--- config.mk ---
export PLATFORM = sky130hd
export DESIGN_NAME = bcd_axis_scheduler_flat
export DESIGN_NICKNAME = d
export VERILOG_FILES = /design/src/rtl/bcd_axis_scheduler_if.sv /design/src/rtl/bcd_axis_scheduler.sv /design/src/flat_wrapper.sv
export SDC_FILE = /design/constraint.sdc
export NUM_CORES = 1
export LEC_CHECK = 0
export BUFFER_PORTS_ARGS = -buffer_cell sky130_fd_sc_hd__buf_4
export CAP_MARGIN = 40
export CORE_ASPECT_RATIO = 0.9
export CORE_UTILIZATION = 60
export DETAILED_ROUTE_END_ITERATION = 6
export PLACE_DENSITY_LB_ADDON = 0.3
export SLEW_MARGIN = 40
export SYNTH_ARGS = -nofsm -noshare
export SYNTH_HDL_FRONTEND = slang
export SYNTH_SLANG_ARGS = --single-unit
--- constraint.sdc ---
create_clock -name clk -period 7 [get_ports clk]
set_input_delay 1.4 -clock clk [delete_from_list [all_inputs] [get_ports clk]]
set_output_delay 1.4 -clock clk [all_outputs]
set_load 0.02 [all_outputs]
--- src/rtl/bcd_axis_scheduler_if.sv ---
// Handshake/bus bundle for bcd_axis_scheduler.
// The master side (display/sensor path) drives the request and the raw axis
// bytes. The slave side (the scheduler) returns the BCD results and status.
interface bcd_axis_scheduler_if #(
  parameter int DATA_W = 8
);
  logic              sample_req;
  logic [DATA_W-1:0] xout;
  logic [DATA_W-1:0] yout;
  logic [DATA_W-1:0] zout;
  logic [7:0]        x_data_bcd;
  logic [7:0]        y_data_bcd;
  logic [7:0]        z_data_bcd;
  logic [2:0]        ovf;
  logic              busy;
  logic              data_valid;

  modport master (
    output sample_req, xout, yout, zout,
    input  x_data_bcd, y_data_bcd, z_data_bcd, ovf, busy, data_valid
  );

  modport slave (
    input  sample_req, xout, yout, zout,
    output x_data_bcd, y_data_bcd, z_data_bcd, ovf, busy, data_valid
  );
endinterface

--- src/rtl/bcd_axis_scheduler.sv ---
// bcd_axis_scheduler
// A single serial double-dabble engine is time-shared across the X, Y and Z
// axis bytes. A request snapshots all three axes. They are then converted in
// the order X, Y, Z into staging registers, and all three BCD results plus
// the saturation flags are committed to the outputs on one edge, so the
// display never sees a mix of old and new samples.
//
// Optional feature: define PENDING_REQ_EN to keep a one-deep pending request
// that is captured while busy. A pending request restarts conversion directly
// at the commit edge. When the macro is undefined, requests made while busy
// are dropped.
module bcd_axis_scheduler #(
  parameter int         DATA_W  = 8,
  parameter logic [7:0] SAT_BCD = 8'h99
) (
  input logic                 clk,
  input logic                 rst,
  bcd_axis_scheduler_if.slave bus
);

  localparam int SCR_W = DATA_W + 12;
  localparam int CNT_W = $clog2(DATA_W + 1);
  localparam logic [CNT_W-1:0] CNT_LAST = CNT_W'(DATA_W - 1);

  typedef enum logic [2:0] {
    S_IDLE,
    S_LOAD,
    S_SHIFT,
    S_STORE,
    S_COMMIT
  } state_t;

  // One double-dabble iteration: correct every BCD nibble >= 5, then shift.
  function automatic logic [SCR_W-1:0] dd_step(input logic [SCR_W-1:0] s);
    logic [SCR_W-1:0] t;
    t = s;
    for (int k = 0; k < 3; k++) begin
      if (t[DATA_W + 4*k +: 4] >= 4'd5) begin
        t[DATA_W + 4*k +: 4] = t[DATA_W + 4*k +: 4] + 4'd3;
      end
    end
    return {t[SCR_W-2:0], 1'b0};
  endfunction

  // Collapse a 3-digit BCD value to two digits, saturating anything >= 100.
  // Bit 8 of the result is the overflow flag.
  function automatic logic [8:0] sat_bcd(input logic [11:0] d);
    if (d[11:8] != 4'd0) begin
      return {1'b1, SAT_BCD};
    end
    return {1'b0, d[7:0]};
  endfunction

  state_t            r_state;
  logic [1:0]        r_axis;
  logic [CNT_W-1:0]  r_cnt;
  logic [SCR_W-1:0]  r_scr;
  logic [DATA_W-1:0] r_snap_x;
  logic [DATA_W-1:0] r_snap_y;
  logic [DATA_W-1:0] r_snap_z;
  logic [7:0]        r_res_x;
  logic [7:0]        r_res_y;
  logic [7:0]        r_res_z;
  logic [2:0]        r_ovf_stg;
  logic [7:0]        r_x_bcd;
  logic [7:0]        r_y_bcd;
  logic [7:0]        r_z_bcd;
  logic [2:0]        r_ovf;
  logic              r_busy;
  logic              r_dv;
`ifdef PENDING_REQ_EN
  logic              r_pending;
`endif

  logic [DATA_W-1:0] w_snap_sel;
  logic [8:0]        w_sat;

  // Select the snapshot of the axis currently being converted.
  always_comb begin
    w_snap_sel = r_snap_x;
    case (r_axis)
      2'd0:    w_snap_sel = r_snap_x;
      2'd1:    w_snap_sel = r_snap_y;
      default: w_snap_sel = r_snap_z;
    endcase
  end

  assign w_sat = sat_bcd(r_scr[SCR_W-1 -: 12]);

  // Scheduler FSM. This block holds the engine datapath, the staging
  // registers, and the registered outputs.
  always_ff @(posedge clk or posedge rst) begin
    if (rst) begin
      r_state   <= S_IDLE;
      r_axis    <= 2'd0;
      r_cnt     <= '0;
      r_scr     <= '0;
      r_snap_x  <= '0;
      r_snap_y  <= '0;
      r_snap_z  <= '0;
      r_res_x   <= 8'h00;
      r_res_y   <= 8'h00;
      r_res_z   <= 8'h00;
      r_ovf_stg <= 3'b000;
      r_x_bcd   <= 8'h00;
      r_y_bcd   <= 8'h00;
      r_z_bcd   <= 8'h00;
      r_ovf     <= 3'b000;
      r_busy    <= 1'b0;
      r_dv      <= 1'b0;
`ifdef PENDING_REQ_EN
      r_pending <= 1'b0;
`endif
    end else begin
      r_dv <= 1'b0;
`ifdef PENDING_REQ_EN
      // Requests arriving mid-conversion collapse into one pending flag.
      // A request seen in the commit cycle is served directly below.
      if (r_busy && bus.sample_req && (r_state != S_COMMIT)) begin
        r_pending <= 1'b1;
      end
`endif
      case (r_state)
        S_IDLE: begin
          if (bus.sample_req) begin
            r_snap_x <= bus.xout;
            r_snap_y <= bus.yout;
            r_snap_z <= bus.zout;
            r_axis   <= 2'd0;
            r_busy   <= 1'b1;
            r_state  <= S_LOAD;
          end
        end
        S_LOAD: begin
          r_scr   <= {12'h000, w_snap_sel};
          r_cnt   <= '0;
          r_state <= S_SHIFT;
        end
        S_SHIFT: begin
          r_scr <= dd_step(r_scr);
          r_cnt <= r_cnt + 1'b1;
          if (r_cnt == CNT_LAST) begin
            r_state <= S_STORE;
          end
        end
        S_STORE: begin
          case (r_axis)
            2'd0: begin
              r_res_x      <= w_sat[7:0];
              r_ovf_stg[0] <= w_sat[8];
            end
            2'd1: begin
              r_res_y      <= w_sat[7:0];
              r_ovf_stg[1] <= w_sat[8];
            end
            default: begin
              r_res_z      <= w_sat[7:0];
              r_ovf_stg[2] <= w_sat[8];
            end
          endcase
          if (r_axis < 2'd2) begin
            r_axis  <= r_axis + 2'd1;
            r_state <= S_LOAD;
          end else begin
            r_state <= S_COMMIT;
          end
        end
        S_COMMIT: begin
          // All three results and flags become visible on the same edge.
          r_x_bcd <= r_res_x;
          r_y_bcd <= r_res_y;
          r_z_bcd <= r_res_z;
          r_ovf   <= r_ovf_stg;
          r_dv    <= 1'b1;
`ifdef PENDING_REQ_EN
          if (r_pending || bus.sample_req) begin
            r_snap_x  <= bus.xout;
            r_snap_y  <= bus.yout;
            r_snap_z  <= bus.zout;
            r_axis    <= 2'd0;
            r_pending <= 1'b0;
            r_state   <= S_LOAD;
          end else begin
            r_busy  <= 1'b0;
            r_state <= S_IDLE;
          end
`else
          r_busy  <= 1'b0;
          r_state <= S_IDLE;
`endif
        end
        default: begin
          r_busy  <= 1'b0;
          r_state <= S_IDLE;
        end
      endcase
    end
  end

  assign bus.x_data_bcd = r_x_bcd;
  assign bus.y_data_bcd = r_y_bcd;
  assign bus.z_data_bcd = r_z_bcd;
  assign bus.ovf        = r_ovf;
  assign bus.busy       = r_busy;
  assign bus.data_valid = r_dv;

endmodule

--- src/flat_wrapper.sv ---
// flat-port wrapper written by rule: the top's interface ports become plain ports
module bcd_axis_scheduler_flat 
#(
  parameter int         DATA_W  = 8,
  parameter logic [7:0] SAT_BCD = 8'h99
)
  (clk, rst, bus_sample_req, bus_xout, bus_yout, bus_zout, bus_x_data_bcd, bus_y_data_bcd, bus_z_data_bcd, bus_ovf, bus_busy, bus_data_valid);
  bcd_axis_scheduler_if #(.DATA_W(DATA_W)) bus_i ();
  input logic clk;
  input logic rst;
  input wire logic [$bits(bus_i.sample_req)-1:0] bus_sample_req;
  input wire logic [$bits(bus_i.xout)-1:0] bus_xout;
  input wire logic [$bits(bus_i.yout)-1:0] bus_yout;
  input wire logic [$bits(bus_i.zout)-1:0] bus_zout;
  output wire logic [$bits(bus_i.x_data_bcd)-1:0] bus_x_data_bcd;
  output wire logic [$bits(bus_i.y_data_bcd)-1:0] bus_y_data_bcd;
  output wire logic [$bits(bus_i.z_data_bcd)-1:0] bus_z_data_bcd;
  output wire logic [$bits(bus_i.ovf)-1:0] bus_ovf;
  output wire logic [$bits(bus_i.busy)-1:0] bus_busy;
  output wire logic [$bits(bus_i.data_valid)-1:0] bus_data_valid;
  assign bus_i.sample_req = bus_sample_req;
  assign bus_i.xout = bus_xout;
  assign bus_i.yout = bus_yout;
  assign bus_i.zout = bus_zout;
  assign bus_x_data_bcd = bus_i.x_data_bcd;
  assign bus_y_data_bcd = bus_i.y_data_bcd;
  assign bus_z_data_bcd = bus_i.z_data_bcd;
  assign bus_ovf = bus_i.ovf;
  assign bus_busy = bus_i.busy;
  assign bus_data_valid = bus_i.data_valid;
  bcd_axis_scheduler #(.DATA_W(DATA_W), .SAT_BCD(SAT_BCD)) u_core (.clk(clk), .rst(rst), .bus(bus_i));
endmodule
==> results.rst, run 1 <==
.. list-table::
   :header-rows: 1

   * - Metric
     - Value
   * - Worst reg2reg startpoint
     - u_core.r_state[1]
   * - Total Neg Setup Slack
     - 0 ns
   * - Via-to-Cell Ratio
     - 5.93
   * - Dpl cell area
     - 5160 sq um
   * - YS warnings
     - 0
   * - Final worst-path cycle share
     - 36.1%
   * - Slew margin rel.
     - 50.6%
   * - CTS tree
     - yes
   * - Detailed Route WL
     - 9.33 mm
   * - Horizontal die dimension
     - 95.5 um
   * - Number of placed instances with taps included
     - 533
   * - Worst reg-to-reg setup slack
     - 4.47 ns
   * - Maximum clock rate
     - 395 MHz
   * - Number of iterations in the first detailed-routing pass
     - 4
   * - Sort of element at the start of the critical path
     - flip-flop
   * - Ranking of synthesized cells by instance count
     - dfrtp_1 (109), o21ai_0 (36), nand2_1 (35)
   * - Sequential standard cell area
     - 2730 sq um
   * - Number of buffers created by CTS
     - 9
   * - Clock Sink Count
     - 109
   * - Die Footprint
     - 8230 sq um
   * - CORE AREA
     - 7580 sq um
   * - Total count of max-transition violations in the final report
     - 0
   * - Hold Path Cell Cnt
     - 2
   * - Area occupied by multi-input gates
     - 1800 sq um
   * - Root buffer cell
     - clkbuf_8
   * - Later-pin clock latency in the skew report
     - 0.38 ns
   * - Hold-fix buffers, CTS
     - 0
   * - Count of cell types in the netlist
     - 41
   * - Async set-reset flop share out of synthesis
     - 100%
   * - RSZ-0062 raised after global routing
     - no
   * - Worst Skew
     - 0.00827 ns
   * - Biggest fanout along the worst timing path
     - 21
   * - Wire length of the first global-routing pass
     - 15.6 mm
   * - Setup-violating endpoint count in the final report
     - 0
   * - Reg-to-Reg End
     - u_core.r_res_z[3]
   * - Largest delay share family, worst path
     - simple AND/OR/NAND/NOR gates
   * - Drt first-iter violations
     - 175
   * - Area share of the largest cell type after synthesis
     - 57.8%
   * - Number of synthesized register bits
     - 109
   * - Combined global-route utilization of all metal layers
     - 25.1%
   * - Main synth FF type
     - dfrtp_1
   * - Hold violation count in the final report
     - 0
   * - Pwr dens
     - 358 nW/um^2
   * - Slew of the pin with the lowest slew margin
     - 0.741 ns
   * - Initial antenna violation count
     - 0
   * - Rows
     - 30
   * - DRC viols
     - 0
   * - Number of enable-type register cells in the synthesized netlist
     - 0
   * - Fin nets
     - 485
   * - Initial core utilization
     - 62.2%
   * - Filler cell count in the final layout
     - 585
   * - Share of cells above drive strength 1
     - 25.2%
   * - CP cell instances
     - nor2b_1 > nand3_1 > nand2_1 > o21ai_0
   * - Pwr Total
     - 1910 uW
   * - Port buffer count
     - 55
   * - Weighted congestion at the end of routability-driven global placement
     - 0.774
   * - Syn Nets
     - 436
   * - Final design utilization
     - 70.4%
   * - Largest voltage drop on the vdd net
     - 0.225 mV
   * - Fin area
     - 5340 sq um
   * - Outcome
     - finished, final reports clean
   * - Count of cells along the worst register-to-register path
     - 4
   * - Clock-pin slew reported for the worst setup and hold paths after clock tree synthesis
     - 0.10 ns
   * - Static Leakage
     - 0.00250 uW
   * - Area grow syn2layout
     - 13.0%
   * - Min Clock Period, post-route
     - 2.53 ns
   * - Post-cts sizing count
     - 0
   * - Most area-consuming cells after synthesis
     - dfrtp_1 (58%), mux2_2 (7.6%), mux2_1 (4.5%), o21ai_0 (3.8%), a21oi_1 (3.4%)
   * - I/O pin count
     - 56
   * - Sequential element share of the synthesized area
     - 57.8%
   * - Number of post-CTS setup repair buffers
     - 0
   * - Global route total overflow
     - 0
   * - Crit path buffers/inverters
     - 0
   * - Class of the tightest hold or removal check
     - reg -> reg
   * - Most used standard cell by instance count after synthesis
     - dfrtp_1
   * - Synthesized area per cell
     - 11.8 sq um
   * - Avg WL per Cell
     - 17.0 um
   * - Endpoint with the worst hold slack
     - u_core.r_res_z[5]
   * - Final HPWL DP
     - 6.22 mm
   * - Number of vias after detailed routing
     - 3,252
   * - Library cell occupying the most area in the post-synthesis netlist
     - dfrtp_1
   * - DRT antenna net count
     - 0
   * - Cell type of the slowest stage on the worst timing path
     - dfrtp_1
   * - Diodes inserted
     - 0
   * - Worst endpoint data arrival time
     - 2.77 ns
   * - Min-Delay Startpoint
     - u_core.r_res_z[5]
   * - Via count of the first global-routing pass
     - 3,231
   * - Required time at the worst-slack endpoint
     - 7.24 ns
   * - Setup crit end kind
     - flip-flop
   * - Type of the worst setup path
     - reg -> reg
   * - Largest net degree at the start of global routing
     - 91
   * - Count of mapped cells out of synthesis
     - 399
   * - Max-capacitance violation count
     - 0
   * - Die Ht
     - 86.1 um
   * - Maximum single-stage delay on the critical path
     - 0.83 ns
   * - Area of the mapped netlist
     - 4720 sq um
   * - Final Non-Filler Cells
     - 548
   * - Buffers from clock root to sink, at most
     - 2
   * - Number of levels the H-tree was split into
     - 3
[layout by cell type (no fill, tap or decap), types with 5 or more instances in the layout]
| cell type | n |
|---|---|
| inv_1 | 14 |
| nand3_1 | 5 |
| nor2_1 | 10 |
| mux2_1 | 19 |
| o22a_1 | 7 |
| nand2_1 | 35 |
| ha_1 | 10 |
| dfrtp_1 | 109 |
| a22oi_1 | 10 |
| o21ai_0 | 36 |
| o22ai_1 | 13 |
| mux2_2 | 32 |
| a21oi_1 | 32 |
| clkbuf_8 | 10 |
| a22o_1 | 6 |
| buf_4 | 57 |
[through the flow]
step	hold slack, ns	setup slack (ns)
after floorplan	0.444	2.73
after global placement	0.458	4.12
after detailed placement	0.467	4.41
after CTS	0.490	4.49
after global routing	0.520	4.23
final	0.487	4.47
[worst min-delay path: stages (launching register included)]
cell and delay (ns):
dfrtp_1 0.35, nand2_1 0.04, o21ai_0 0.06
[flip-flops by register name, indices dropped and copies added, names as in the netlist, 4 cells and up]
| name | flops |
|---|---|
| u_core.r_scr | 20 |
| u_core.bus.x_data_bcd | 8 |
| u_core.bus.y_data_bcd | 8 |
| u_core.bus.z_data_bcd | 8 |
| u_core.r_res_x | 8 |
| u_core.r_res_y | 8 |
| u_core.r_res_z | 8 |
| u_core.r_snap_x | 8 |
| u_core.r_snap_y | 8 |
| u_core.r_snap_z | 8 |
| u_core.r_cnt | 4 |
[layer usage]
layer  vias to the layer above  wire length [um]  GRT usage [%]
met5                         -                 0              0
met4                         0               157           7.19
met3                        13               373           5.76
met2                        82              4600           40.1
met1                      1640              4200           34.7
li1                       1517                 -              -
[cells by family (layout without fill, tap and decap cells)]
kind of cell | after synthesis | in the layout | synth area share (%)
AOI/OAI and AO/OA | 115 | 115 | 14.9
DFF | 109 | 109 | 57.8
and+or+nand+nor | 70 | 70 | 7.16
muxes | 54 | 54 | 12.8
buffers and inverters | 38 | 91 | 4.11
adders and majority gates | 10 | 10 | 2.65
xor gates and xnor gates | 3 | 3 | 0.557
[worst max path at each step]
stage                      startpoint            endpoint  slack, ns  cells after the start
finish              u_core.r_state[1]   u_core.r_res_z[3]       4.47                      4
global placement       bus_sample_req  u_core.r_snap_x[6]       4.12                      3
CTS                 u_core.r_state[1]   u_core.r_res_z[3]       4.49                      4
floorplan                         rst     u_core.bus.busy       2.73                      1
detailed placement     bus_sample_req  u_core.r_snap_z[1]       4.41                      3
global route        u_core.r_state[1]   u_core.r_res_x[0]       4.23                      4
[power breakdown]
| group | switching [uW] | internal (uW) |
|---|---|---|
| registers | 135 | 787 |
| clock network | 216 | 132 |
| logic | 362 | 276 |
[area by class of cell]
class                   count  area share, %
clock buffers               9           2.32
clock inverters             6          0.891
inverters                  18           1.31
multi-input cells         252           33.8
flip-flops and latches    109           51.1
well taps                  96           2.25
repair buffers             58           8.28
No activity file was read; power rests on OpenSTA's default activity.
==> inputs of run 2 (changes only) <==
--- a/config.mk
+++ b/config.mk
@@ -8,7 +8,7 @@
 export BUFFER_PORTS_ARGS = -buffer_cell sky130_fd_sc_hd__buf_4
 export CAP_MARGIN = 40
 export CORE_ASPECT_RATIO = 0.9
-export CORE_UTILIZATION = 60
+export CORE_UTILIZATION = 52
 export DETAILED_ROUTE_END_ITERATION = 6
 export PLACE_DENSITY_LB_ADDON = 0.3
 export SLEW_MARGIN = 40
==> constraint.sdc (replaced) <==
create_clock -name clk -period 2.05 [get_ports clk]
set_input_delay 0.41 -clock clk [delete_from_list [all_inputs] [get_ports clk]]
set_output_delay 0.41 -clock clk [all_outputs]
set_load 0.02 [all_outputs]
==> results.rst, run 2 (same netlist as run 1, synthesis figures left out) <==
.. list-table::
   :header-rows: 1

   * - Metric
     - Value
   * - Outcome
     - finished, final reports clean
   * - Min Clock Period, post-route
     - 1.69 ns
   * - Maximum clock rate
     - 590 MHz
   * - Crit path buffers/inverters
     - 2
   * - Number of buffers created by CTS
     - 9
   * - Port buffer count
     - 55
   * - Later-pin clock latency in the skew report
     - 0.37 ns
   * - Class of the tightest hold or removal check
     - in -> async
   * - Fin nets
     - 496
   * - Die Footprint
     - 9460 sq um
   * - Largest voltage drop on the vdd net
     - 0.692 mV
   * - Buffers from clock root to sink, at most
     - 2
   * - Die Ht
     - 92.4 um
   * - DRT antenna net count
     - 0
   * - Global route total overflow
     - 0
   * - Worst Skew
     - 0.0150 ns
   * - Maximum single-stage delay on the critical path
     - 0.57 ns
   * - Via-to-Cell Ratio
     - 5.56
   * - Top register by number of flip-flops
     - u_core.r_scr
   * - Most common library cell in the layout ignoring fill and taps
     - dfrtp_1
   * - Total Neg Setup Slack
     - 0 ns
   * - Combined global-route utilization of all metal layers
     - 21.5%
   * - Required time at the worst-slack endpoint
     - 2.30 ns
   * - Root buffer cell
     - clkbuf_8
   * - Clock-pin slew reported for the worst setup and hold paths after clock tree synthesis
     - 0.11 ns
   * - Number of levels the H-tree was split into
     - 3
   * - Rows
     - 32
   * - Count of cells along the worst register-to-register path
     - 4
   * - Sort of element at the start of the critical path
     - flip-flop
   * - Final worst-path cycle share
     - 82.7%
   * - Total count of max-transition violations in the final report
     - 0
   * - Fin area
     - 5490 sq um
   * - Dpl cell area
     - 5290 sq um
   * - Detailed Route WL
     - 9.21 mm
   * - Horizontal die dimension
     - 102 um
   * - Via count of the first global-routing pass
     - 3,230
   * - Pwr dens
     - 1230 nW/um^2
   * - Setup-violating endpoint count in the final report
     - 0
   * - I/O pin count
     - 56
   * - CORE AREA
     - 8690 sq um
   * - Worst reg2reg startpoint
     - u_core.r_state[2]
   * - Cell type of the slowest stage on the worst timing path
     - dfrtp_1
   * - Largest net degree at the start of global routing
     - 110
   * - Reg-to-Reg End
     - u_core.r_snap_x[7]
   * - Post-cts sizing count
     - 0
   * - Final design utilization
     - 63.2%
   * - Type of the worst setup path
     - reg -> reg
   * - Worst endpoint data arrival time
     - 1.94 ns
   * - Max-capacitance violation count
     - 0
   * - Clock Sink Count
     - 109
   * - DRC viols
     - 0
   * - Hold-fix buffers, CTS
     - 0
   * - Initial core utilization
     - 54.3%
   * - Final HPWL DP
     - 6.27 mm
   * - Share of cells above drive strength 1
     - 26.7%
   * - Largest delay share family, worst path
     - flip-flops
   * - Avg WL per Cell
     - 15.8 um
   * - Area grow syn2layout
     - 16.4%
   * - Max FFs per register
     - 20
   * - Worst Hold Slack
     - 0.190 ns
   * - Worst reg-to-reg setup slack
     - 0.36 ns
   * - Slew of the pin with the lowest slew margin
     - 0.570 ns
   * - CP cell instances
     - inv_2 > and3_1 > buf_4 > mux2_2
   * - Number of vias after detailed routing
     - 3,244
   * - Biggest fanout along the worst timing path
     - 25
   * - CTS tree
     - yes
   * - Wire length of the first global-routing pass
     - 15.8 mm
   * - Slew margin rel.
     - 62.0%
   * - Drt first-iter violations
     - 194
   * - Diodes inserted
     - 0
   * - Number of post-CTS setup repair buffers
     - 0
   * - Initial antenna violation count
     - 0
   * - RSZ-0062 raised after global routing
     - no
   * - Leading cell types in the layout, fill and taps excluded
     - dfrtp_1 (109), buf_4 (67), o21ai_0 (36)
   * - Setup crit end kind
     - flip-flop
   * - Hold violation count in the final report
     - 0
   * - Weighted congestion at the end of routability-driven global placement
     - 0.800
   * - Number of iterations in the first detailed-routing pass
     - 5
   * - Static Leakage
     - 0.00256 uW
## run 2: cell count changes in the layout (fill, tap and decap cells not counted)
cell        delta
and3_1         +1
clkbuf_8       -1
clkinvlp_4     +2
nor3b_2        -1
and3_2         -1
clkinv_2       -1
buf_12         +2
buf_4         +10
bufinv_16      +1
inv_4          -1
nor3b_1        +1
## run 2: how the worst max path moves through the flow
stage	from	end	slack, ns	cells past startpoint
after floorplan	rst	u_core.bus.busy	0.32	1
after global placement	u_core.r_state[2]	u_core.r_snap_x[5]	0.40	4
after detailed placement	u_core.r_state[2]	u_core.r_snap_z[4]	0.38	4
after CTS	u_core.r_state[2]	u_core.r_snap_x[7]	0.36	4
after global routing	u_core.r_axis[1]	u_core.r_res_z[2]	0.26	6
final	u_core.r_state[2]	u_core.r_snap_x[7]	0.36	4
## run 2: per-layer routing
metal | wire (um) | track usage (%) | vias up
met5 | 0 | 0 | -
met4 | 110 | 8.10 | 0
met3 | 388 | 3.70 | 9
met2 | 4470 | 33.4 | 82
met1 | 4240 | 30.3 | 1599
li1 | - | - | 1554
## run 2: per-stage QoR
stage,setup WS (ns),power (uW),std cells
global route,0.260,7240,583
global placement,0.401,5320,567
floorplan,0.325,4810,399
finish,0.356,6760,583
CTS,0.356,6790,583
detailed placement,0.380,5440,567
## run 2: report_power, final
part / switching [uW] / internal [uW] / leakage [uW]
clock network: 770 / 583 / 0.000102
registers: 405 / 2690 / 0.00143
logic: 1280 / 1030 / 0.00103
## run 2: area by class of cell
class                      count  area, sq um
clock buffer                   9          124
clock inverter                 7         80.1
fill                         702         3200
inverter                      18         71.3
multi-input combinational    252         1800
sequential                   109         2730
tap                          119          149
timing repair buffer          69          543
## run 2: worst min-delay path, stage by stage
cell,delay (ns)
buf_4,0.12
clkinvlp_4,0.07
buf_12,0.42
==> inputs of run 3 (changes only) <==
--- a/config.mk
+++ b/config.mk
@@ -8,7 +8,7 @@
 export BUFFER_PORTS_ARGS = -buffer_cell sky130_fd_sc_hd__buf_4
 export CAP_MARGIN = 40
 export CORE_ASPECT_RATIO = 0.9
-export CORE_UTILIZATION = 52
+export CORE_UTILIZATION = 58
 export DETAILED_ROUTE_END_ITERATION = 6
 export PLACE_DENSITY_LB_ADDON = 0.3
 export SLEW_MARGIN = 40
==> constraint.sdc (replaced) <==
create_clock -name clk -period 1.65 [get_ports clk]
set_input_delay 0.33 -clock clk [delete_from_list [all_inputs] [get_ports clk]]
set_output_delay 0.33 -clock clk [all_outputs]
set_load 0.02 [all_outputs]
==> results.rst, run 3 (same netlist as run 1, synthesis figures left out) <==
.. list-table::
   :header-rows: 1

   * - Metric
     - Value
   * - Via count of the first global-routing pass
     - 3,348
   * - Detailed Route WL
     - 9.79 mm
   * - Min Clock Period, post-route
     - 1.54 ns
   * - Wire length of the first global-routing pass
     - 16.3 mm
   * - Final HPWL DP
     - 6.71 mm
   * - Outcome
     - finished, final reports clean
   * - Number of levels the H-tree was split into
     - 3
   * - Number of vias after detailed routing
     - 3,356
   * - Die Ht
     - 87.6 um
   * - Hold violation count in the final report
     - 0
   * - Sort of element at the start of the critical path
     - flip-flop
   * - Slew of the pin with the lowest slew margin
     - 0.563 ns
   * - Clock Sink Count
     - 109
   * - Top register by number of flip-flops
     - u_core.r_scr
   * - Leading cell types in the layout, fill and taps excluded
     - dfrtp_1 (109), buf_4 (73), o21ai_0 (35)
   * - Max-capacitance violation count
     - 0
   * - DRT antenna net count
     - 0
   * - Area grow syn2layout
     - 17.8%
   * - Weighted congestion at the end of routability-driven global placement
     - 0.846
   * - Hold-fix buffers, CTS
     - 0
   * - Die Footprint
     - 8500 sq um
   * - Worst reg-to-reg setup slack
     - 0.11 ns
   * - Class of the tightest hold or removal check
     - in -> async
   * - Worst Hold Slack
     - 0.102 ns
   * - Root buffer cell
     - clkbuf_8
   * - CORE AREA
     - 7690 sq um
   * - Horizontal die dimension
     - 97.1 um
   * - Final worst-path cycle share
     - 93.2%
   * - Later-pin clock latency in the skew report
     - 0.37 ns
   * - Via-to-Cell Ratio
     - 5.92
   * - Initial antenna violation count
     - 0
   * - Largest voltage drop on the vdd net
     - 0.893 mV
   * - Worst endpoint data arrival time
     - 1.78 ns
   * - Largest delay share family, worst path
     - flip-flops
   * - Combined global-route utilization of all metal layers
     - 24.6%
   * - CTS tree
     - yes
   * - Fin area
     - 5560 sq um
   * - Total Neg Setup Slack
     - 0 ns
   * - Clock-pin slew reported for the worst setup and hold paths after clock tree synthesis
     - 0.11 ns
   * - Cell type of the slowest stage on the worst timing path
     - dfrtp_1
   * - Global route total overflow
     - 0
   * - Port buffer count
     - 55
   * - Setup-violating endpoint count in the final report
     - 0
   * - Total count of max-transition violations in the final report
     - 0
   * - Worst Skew
     - 0.00999 ns
   * - Pwr dens
     - 1550 nW/um^2
   * - Initial core utilization
     - 61.3%
   * - Avg WL per Cell
     - 17.3 um
   * - Largest net degree at the start of global routing
     - 110
   * - Required time at the worst-slack endpoint
     - 1.89 ns
   * - I/O pin count
     - 56
   * - DRC viols
     - 0
   * - Share of cells above drive strength 1
     - 28.9%
   * - Most common library cell in the layout ignoring fill and taps
     - dfrtp_1
   * - Number of buffers created by CTS
     - 9
   * - Maximum single-stage delay on the critical path
     - 0.42 ns
   * - Number of iterations in the first detailed-routing pass
     - 4
   * - Slew margin rel.
     - 62.5%
   * - Type of the worst setup path
     - reg -> reg
   * - Max FFs per register
     - 20
   * - Rows
     - 30
   * - Fin nets
     - 503
   * - Drt first-iter violations
     - 213
   * - CP cell instances
     - inv_1 > ha_2 > nor2_4 > nand3_1 > buf_4 > nand2_1 > o21ai_0
   * - Biggest fanout along the worst timing path
     - 18
   * - Static Leakage
     - 0.00260 uW
   * - Buffers from clock root to sink, at most
     - 2
   * - Dpl cell area
     - 5320 sq um
   * - Diodes inserted
     - 0
   * - RSZ-0062 raised after global routing
     - no
   * - Crit path buffers/inverters
     - 2
   * - Maximum clock rate
     - 650 MHz
   * - Setup crit end kind
     - flip-flop
[run 3: routing by layer]
metal | vias to the layer above | routed length (um) | GRT usage [%] | part of all wire [%]
li1 | 1563 | - | - | -
met1 | 1687 | 4300 | 33.6 | 44
met2 | 92 | 4920 | 40.2 | 50
met3 | 14 | 439 | 4.95 | 4.5
met4 | 0 | 131 | 8.68 | 1.3
met5 | - | 0 | 0 | 0
[run 3: timing repair]
item / CTS / global route
resized for setup: 0 / 8
setup buffers: 0 / 1
endpoints found under the setup margin: 0 / 29
[run 3: final timing paths]
path	from	endpoint	cells after the start
setup / recovery	u_core.r_axis[1]	u_core.r_res_z[7]	7
hold / removal	rst	u_core.r_cnt[0]	3
setup reg to reg	u_core.r_axis[1]	u_core.r_res_z[7]	7
hold reg to reg	u_core.r_res_y[1]	u_core.r_res_y[1]	2
max in group asynchronous	rst	u_core.r_scr[15]	3
min in group clk	bus_xout[5]	u_core.r_snap_x[5]	2
[run 3: worst min-delay path, stage by stage]
cell	delay, ns
buf_4	0.12
clkinvlp_4	0.07
buf_12	0.41
[run 3: power breakdown]
group	total, uW	switching, uW	internal [uW]
Combinational	3060	1640	1420
Clock	1700	958	744
Sequential	3870	526	3340
[run 3: layout make-up]
class	instances	area (sq um)
multi-input cells	252	1820
flip-flops and latches	109	2730
fillers	531	2140
clock buffers	11	131
repair buffers	76	608
well taps	96	120
clock inverters	5	77.6
inverters	18	75.1
[run 3: stage by stage]
stage	power, uW	std cells	utilization [%]	setup slack [ns]
final	8630	567	72.2	0.111
after global routing	9170	567	72.2	0.0109
after CTS	8590	566	71.8	0.000427
after detailed placement	6880	550	69.1	0.0701
after global placement	6720	550	69.1	0.158
after floorplan	5980	399	-	0.00451
